===== src/rtl/seq_det_ctrl_pkg.sv =====
// Shared types and constants for the serial pattern detector.
package seq_det_ctrl_pkg;

  // Controller states: waiting for a word, or serialising one.
  typedef enum logic {
    IDLE  = 1'b0,
    SHIFT = 1'b1
  } state_e;

  // Width of the target pattern and of the bit history window.
  localparam int PAT_W = 4;

  // Width of the history fill counter (counts 0..PAT_W).
  localparam int FILL_W = $clog2(PAT_W + 1);

endpackage : seq_det_ctrl_pkg


===== src/rtl/seq_det_ctrl_seq_match.sv =====
// Bit history window and pattern compare for seq_det_ctrl.
// History and fill level survive across words, so a pattern may straddle
// a word boundary; only clr or rst empties the window.
module seq_match
  import seq_det_ctrl_pkg::*;
(
  input  logic             clk,
  input  logic             rst,
  input  logic             clr,
  input  logic             shift_en_i,
  input  logic             bit_i,
  input  logic [PAT_W-1:0] pattern_i,
  output logic             match_o
);

  localparam logic [FILL_W-1:0] FILL_FULL = FILL_W'(PAT_W);
  localparam logic [FILL_W-1:0] FILL_LAST = FILL_W'(PAT_W - 1);

  logic [PAT_W-1:0]  hist_q;
  logic [PAT_W-1:0]  hist_d;
  logic [FILL_W-1:0] fill_q;
  logic [FILL_W-1:0] fill_d;

  // Next history/fill and the match decision for the bit being consumed.
  always_comb begin
    hist_d  = {hist_q[PAT_W-2:0], bit_i};
    fill_d  = (fill_q == FILL_FULL) ? fill_q : fill_q + FILL_W'(1);
    match_o = shift_en_i && (fill_q >= FILL_LAST) && (hist_d == pattern_i);
  end

  // History window register; clr empties it like reset does.
  always_ff @(posedge clk or negedge rst) begin
    if (!rst) begin
      hist_q <= '0;
      fill_q <= '0;
    end else if (clr) begin
      hist_q <= '0;
      fill_q <= '0;
    end else if (shift_en_i) begin
      hist_q <= hist_d;
      fill_q <= fill_d;
    end
  end

endmodule : seq_match


===== src/rtl/seq_det_ctrl.sv =====
// Serial pattern detector: accepts a parallel word, shifts it out MSB first
// through a 4-bit history window and counts overlapping pattern matches.
// Optional threshold interrupt is built only when SEQ_DET_IRQ_EN is defined;
// otherwise irq is tied low and threshold is ignored.
//
// Handshake: a word transfers on any rising edge where in_valid and in_ready
// are both high. in_ready is high only in IDLE with clr low; in_valid while
// busy is ignored and has no side effect. in_data/pattern are sampled on the
// transfer edge only.
module seq_det_ctrl
  import seq_det_ctrl_pkg::*;
#(
  parameter int DATA_W = 8,
  parameter int CNT_W  = 8
) (
  input  logic              clk,
  input  logic              rst,
  input  logic              clr,
  input  logic              in_valid,
  output logic              in_ready,
  input  logic [DATA_W-1:0] in_data,
  input  logic [PAT_W-1:0]  pattern,
  input  logic [CNT_W-1:0]  threshold,
  output logic              busy,
  output logic              det,
  output logic [CNT_W-1:0]  hit_cnt,
  output logic              irq,
  output state_e            dbg_state
);

  localparam int               IDX_W    = (DATA_W > 1) ? $clog2(DATA_W) : 1;
  localparam logic [IDX_W-1:0] IDX_LAST = IDX_W'(DATA_W - 1);

  state_e             state_q;
  logic [IDX_W-1:0]   idx_q;
  logic [DATA_W-1:0]  data_q;
  logic [PAT_W-1:0]   pattern_q;
  logic               det_q;
  logic [CNT_W-1:0]   hit_cnt_q;
  logic [CNT_W-1:0]   hit_cnt_d;
  logic               shift_en;
  logic               match;

  // clr blocks both acceptance and bit consumption in the same cycle.
  assign in_ready  = (state_q == IDLE) && !clr;
  assign shift_en  = (state_q == SHIFT) && !clr;
  assign busy      = (state_q == SHIFT);
  assign det       = det_q;
  assign hit_cnt   = hit_cnt_q;
  assign dbg_state = state_q;

  // Saturating increment of the hit counter.
  always_comb begin
    hit_cnt_d = (&hit_cnt_q) ? hit_cnt_q : hit_cnt_q + CNT_W'(1);
  end

  // Data word is left-shifted so the bit to consume is always the MSB.
  seq_match u_match (
    .clk        (clk),
    .rst        (rst),
    .clr        (clr),
    .shift_en_i (shift_en),
    .bit_i      (data_q[DATA_W-1]),
    .pattern_i  (pattern_q),
    .match_o    (match)
  );

  // Controller FSM with word latch, bit index, det pulse and hit counter.
  always_ff @(posedge clk or negedge rst) begin
    if (!rst) begin
      state_q   <= IDLE;
      idx_q     <= '0;
      data_q    <= '0;
      pattern_q <= '0;
      det_q     <= 1'b0;
      hit_cnt_q <= '0;
    end else if (clr) begin
      state_q   <= IDLE;
      idx_q     <= '0;
      det_q     <= 1'b0;
      hit_cnt_q <= '0;
    end else begin
      det_q <= 1'b0;
      case (state_q)
        IDLE: begin
          if (in_valid && in_ready) begin
            data_q    <= in_data;
            pattern_q <= pattern;
            idx_q     <= '0;
            state_q   <= SHIFT;
          end
        end
        SHIFT: begin
          data_q <= {data_q[DATA_W-2:0], 1'b0};
          idx_q  <= idx_q + IDX_W'(1);
          if (match) begin
            det_q     <= 1'b1;
            hit_cnt_q <= hit_cnt_d;
          end
          if (idx_q == IDX_LAST) begin
            idx_q   <= '0;
            state_q <= IDLE;
          end
        end
        default: state_q <= IDLE;
      endcase
    end
  end

`ifdef SEQ_DET_IRQ_EN
  logic irq_q;

  // Sticky interrupt: set when a match brings the count to the threshold.
  always_ff @(posedge clk or negedge rst) begin
    if (!rst) begin
      irq_q <= 1'b0;
    end else if (clr) begin
      irq_q <= 1'b0;
    end else if (match && (hit_cnt_d >= threshold) && (threshold != '0)) begin
      irq_q <= 1'b1;
    end
  end

  assign irq = irq_q;
`else
  logic unused_threshold;

  assign unused_threshold = ^threshold;
  assign irq              = 1'b0;
`endif

endmodule : seq_det_ctrl


===== config.mk =====
export PLATFORM = sky130hd
export DESIGN_NAME = seq_det_ctrl
export DESIGN_NICKNAME = d
export VERILOG_FILES = /design/src/rtl/seq_det_ctrl_pkg.sv /design/src/rtl/seq_det_ctrl_seq_match.sv /design/src/rtl/seq_det_ctrl.sv
export SDC_FILE = /design/constraint.sdc
export NUM_CORES = 1
export LEC_CHECK = 0
export CAP_MARGIN = 20
export CORE_MARGIN = 2
export CORE_UTILIZATION = 44
export DETAILED_ROUTE_END_ITERATION = 10
export MAX_ROUTING_LAYER = met4
export PLACE_DENSITY = 0.71
export SYNTH_ARGS = -nofsm -noshare
export SYNTH_HDL_FRONTEND = slang
export SYNTH_SLANG_ARGS = --single-unit

===== constraint.sdc =====
create_clock -name clk -period 1.85 [get_ports clk]
set_clock_uncertainty 0.1 [all_clocks]
set_input_delay 0.37 -clock clk [delete_from_list [all_inputs] [get_ports clk]]
set_output_delay 0.37 -clock clk [all_outputs]
set_load 0.005 [all_outputs]

==> flow_summary_export.csv <==
group,metric,value,unit
run_status,outcome,"finished with violations",
run_status,violations,"negative setup slack",
clock_network,hold_buffers,0,
sta,layout_setup_ws,-0.0354,ns
logic_synthesis,synth-async-reset-ratio,1.00,
min_path,hold_class,"input port to async pin",
sta,hold_violations,0,
logic_synthesis,yosysTopAreaCell,"dfrtp_1",
grt,grt.total_usage,0.202,
floorplanning,initial_utilization,0.465,
sta,slew_viol_final,0,
drt,ant_nets,0,
final_layout,final_area,2140,um^2
sta,max_freq,530,MHz
flow_run,maxCapViolCount,0,
logic_synthesis,postSynthAreaPerCell,10.1,um^2
logic_synthesis,netlist-cell-type-count,33,
drt,firstDrtPassIters,4,
logic_synthesis,synth-main-ff-cell,"dfrtp_1",
grt,grt_max_degree,32,
drt,drt_iter0_drc,74,
logic_synthesis,ys_warn_count,0,
placed_design,place.gp.congestion,0.827,
clock_network,clock_path_buffers,2,
grt,grt-ovfl-total,0,
floorplanning,core_area,3360,um^2
worst_setup_path,arrival,2.06,ns
logic_synthesis,synth_area,1560,um^2
pwr,p_leak,0.978,nW
clock_network,cts_sinks,31,
sta,timing.final.crit_share,1.02,
sta,finalCriticalPeriod,1.89,ns
placed_design,port_buffers,27,
logic_synthesis,synth_top_area_frac,0.496,
drt,drc_errors,0,
final_layout,fillers,304,
clock_network,clkTransAtPathRegs,0.10,ns
drt,num_vias,1277,
clock_network,numCtsBuffers,5,
logic_synthesis,yosysMostFrequentCell,"dfrtp_1",
final_layout,seq_area,778,um^2
final_layout,final_util,0.635,
worst_setup_path,critPathKind,"flip-flop to flip-flop",
worst_setup_path,cp-end-kind,"flip-flop",
final_layout,multi_input_area,762,um^2
worst_setup_path,crit_path_max_fanout,6,
clock_network,htreeDepth,2,
clock_network,cts_root_buf,"clkbuf_4",
floorplanning,top_level_ports,37,
logic_synthesis,seq_area_frac_synth,0.496,
worst_setup_path,crit_required,2.03,ns
grt,grt_pass1_wl,6.13,mm
pwr,power_density,711,nW/um^2
final_layout,n_antenna_cell,0,
logic_synthesis,synth_common_cells,"31 x dfrtp_1, 18 x nor2_1, 16 x nand2_1",
worst_setup_path,ff2ff_path_depth,7,
worst_setup_path,critPathLaunchType,"flip-flop",
floorplanning,chipWidth,63.6,um
sta,rsz0062_at_grt,"yes",
logic_synthesis,synth.net_count,185,
logic_synthesis,synth_area_leaders,"dfrtp_1 50%, ha_1 4.8%, nor2_1 4.3%",
drt,totalWireLength,3.33,mm
clock_network,cts_tree,"yes",
final_layout,final_nets,233,
logic_synthesis,syn_inst,155,
placed_design,hpwl,2.45,mm
clock_network,worstSkewPairLatency,0.34,ns
drt,viasPerCell,5.11,
logic_synthesis,ys_ff_latch,31,
drt,avgRoutedWirePerCell,13.3,um
pwr,ir_drop,0.485,mV
placed_design,place_area,1990,um^2
final_layout,synthToLayoutAreaGrowth,36.7,%
floorplanning,rows,21,
floorplanning,die-area,4040,um^2
final_layout,layout-drive-gt1-share,0.245,
grt,antenna_found_initial,0,
grt,first_global_vias,1348,
sta,setup_viol,1,
logic_synthesis,synth-edff-count,0,
floorplanning,die_h,63.6,um
## sequential cells by signal (all words and copies together), names as in the netlist
register        cells
hit_cnt             8
idx_q               3
u_match.hist_q      3
data_q              8
u_match.fill_q      3
det                 1
pattern_q           4
busy                1
## layer usage
layer	global-route usage	share of wire	vias up
li1	-	-	631
met1	0.232	0.44	627
met2	0.339	0.51	13
met3	0.0589	0.030	6
met4	0.0679	0.015	0
met5	-	0	-
## worst max-delay path, stage by stage (launching register included)
cell and delay (ns):
dfrtp_1 0.37, ha_2 0.20, ha_4 0.13, a211o_1 0.12
nand4_2 0.08, or2_4 0.27, or4_4 0.42, a21oi_2 0.13
## cell families after synthesis
family | Yosys count | share of synthesized area
xor gates and xnor gates | 8 | 0.0544
other | 1 | 0.00240
muxes | 8 | 0.0544
AOI/OAI and AO/OA | 34 | 0.135
buffers and inverters | 14 | 0.0480
adders and majority gates | 6 | 0.0480
and+or+nand+nor | 53 | 0.161
DFF | 31 | 0.496
## power breakdown
part,internal (W),switching [W],total [W]
clock network,0.000223,0.000234,0.000457
logic,0.000158,0.000126,0.000284
registers,0.000736,0.0000426,0.000778
## stage by stage
step | setup WS [ns] | TNS (ns) | hold WS [ns] | std cells | total power, W
after global placement | -0.253 | -1.21 | 0.359 | 238 | 0.00105
final | -0.0354 | -0.0354 | 0.312 | 250 | 0.00152
after detailed placement | -0.352 | -1.50 | 0.365 | 238 | 0.00107
after floorplan | -0.0806 | -0.136 | -0.0256 | 155 | 0.000940
after global routing | -0.135 | -0.265 | 0.339 | 250 | 0.00162
after CTS | 0.00420 | 0 | 0.324 | 250 | 0.00153
## path summary, 6_finish.rpt
kind,from,to,slack (ns)
max,u_match.fill_q[0]$_DFFE_PN0P_,hit_cnt[5]$_DFFE_PN0P_,-0.04
min,rst,hit_cnt[0]$_DFFE_PN0P_,0.31
max reg2reg,u_match.fill_q[0]$_DFFE_PN0P_,hit_cnt[5]$_DFFE_PN0P_,-0.04
min reg2reg,data_q[1]$_DFFE_PN0P_,data_q[1]$_DFFE_PN0P_,0.39
max in group asynchronous,rst,hit_cnt[4]$_DFFE_PN0P_,1.03
min in group clk,data_q[1]$_DFFE_PN0P_,data_q[1]$_DFFE_PN0P_,0.39
## cell usage in the layout, fill, tap and decap left out, types with 2 or more instances in the layout
cell	count
nor2_1	17
o21ai_0	9
clkbuf_8	2
nand2_1	16
a31oi_1	6
clkbuf_4	5
xnor2_2	2
and2_1	5
nor2b_1	2
nand2b_1	2
a22oi_1	4
mux2_2	4
nor3_1	2
a21oi_1	6
dlygate4sd2_1	2
nand4_1	2
buf_4	22
ha_2	2
clkdlybuf4s50_1	22
dfrtp_1	29
ha_1	3
inv_1	5
dfrtp_2	2
xnor2_1	6
dlymetal6s2s_1	3
mux2i_1	4
## what timing repair did
action | CTS | global route
endpoints found under the hold margin | 0 | 0
resized for setup | 9 | 8
buffers inserted | 4 | 0
pin swaps | 1 | 4
setup endpoints to repair | 6 | 11
## area by class of cell
cell class | instances | area share
timing repair buffer | 50 | 0.211
inverter | 5 | 0.00878
clock buffer | 8 | 0.0322
tap | 46 | 0.0269
multi-input combinational | 110 | 0.357
sequential | 31 | 0.364
No activity file was read; power rests on OpenSTA's default activity.
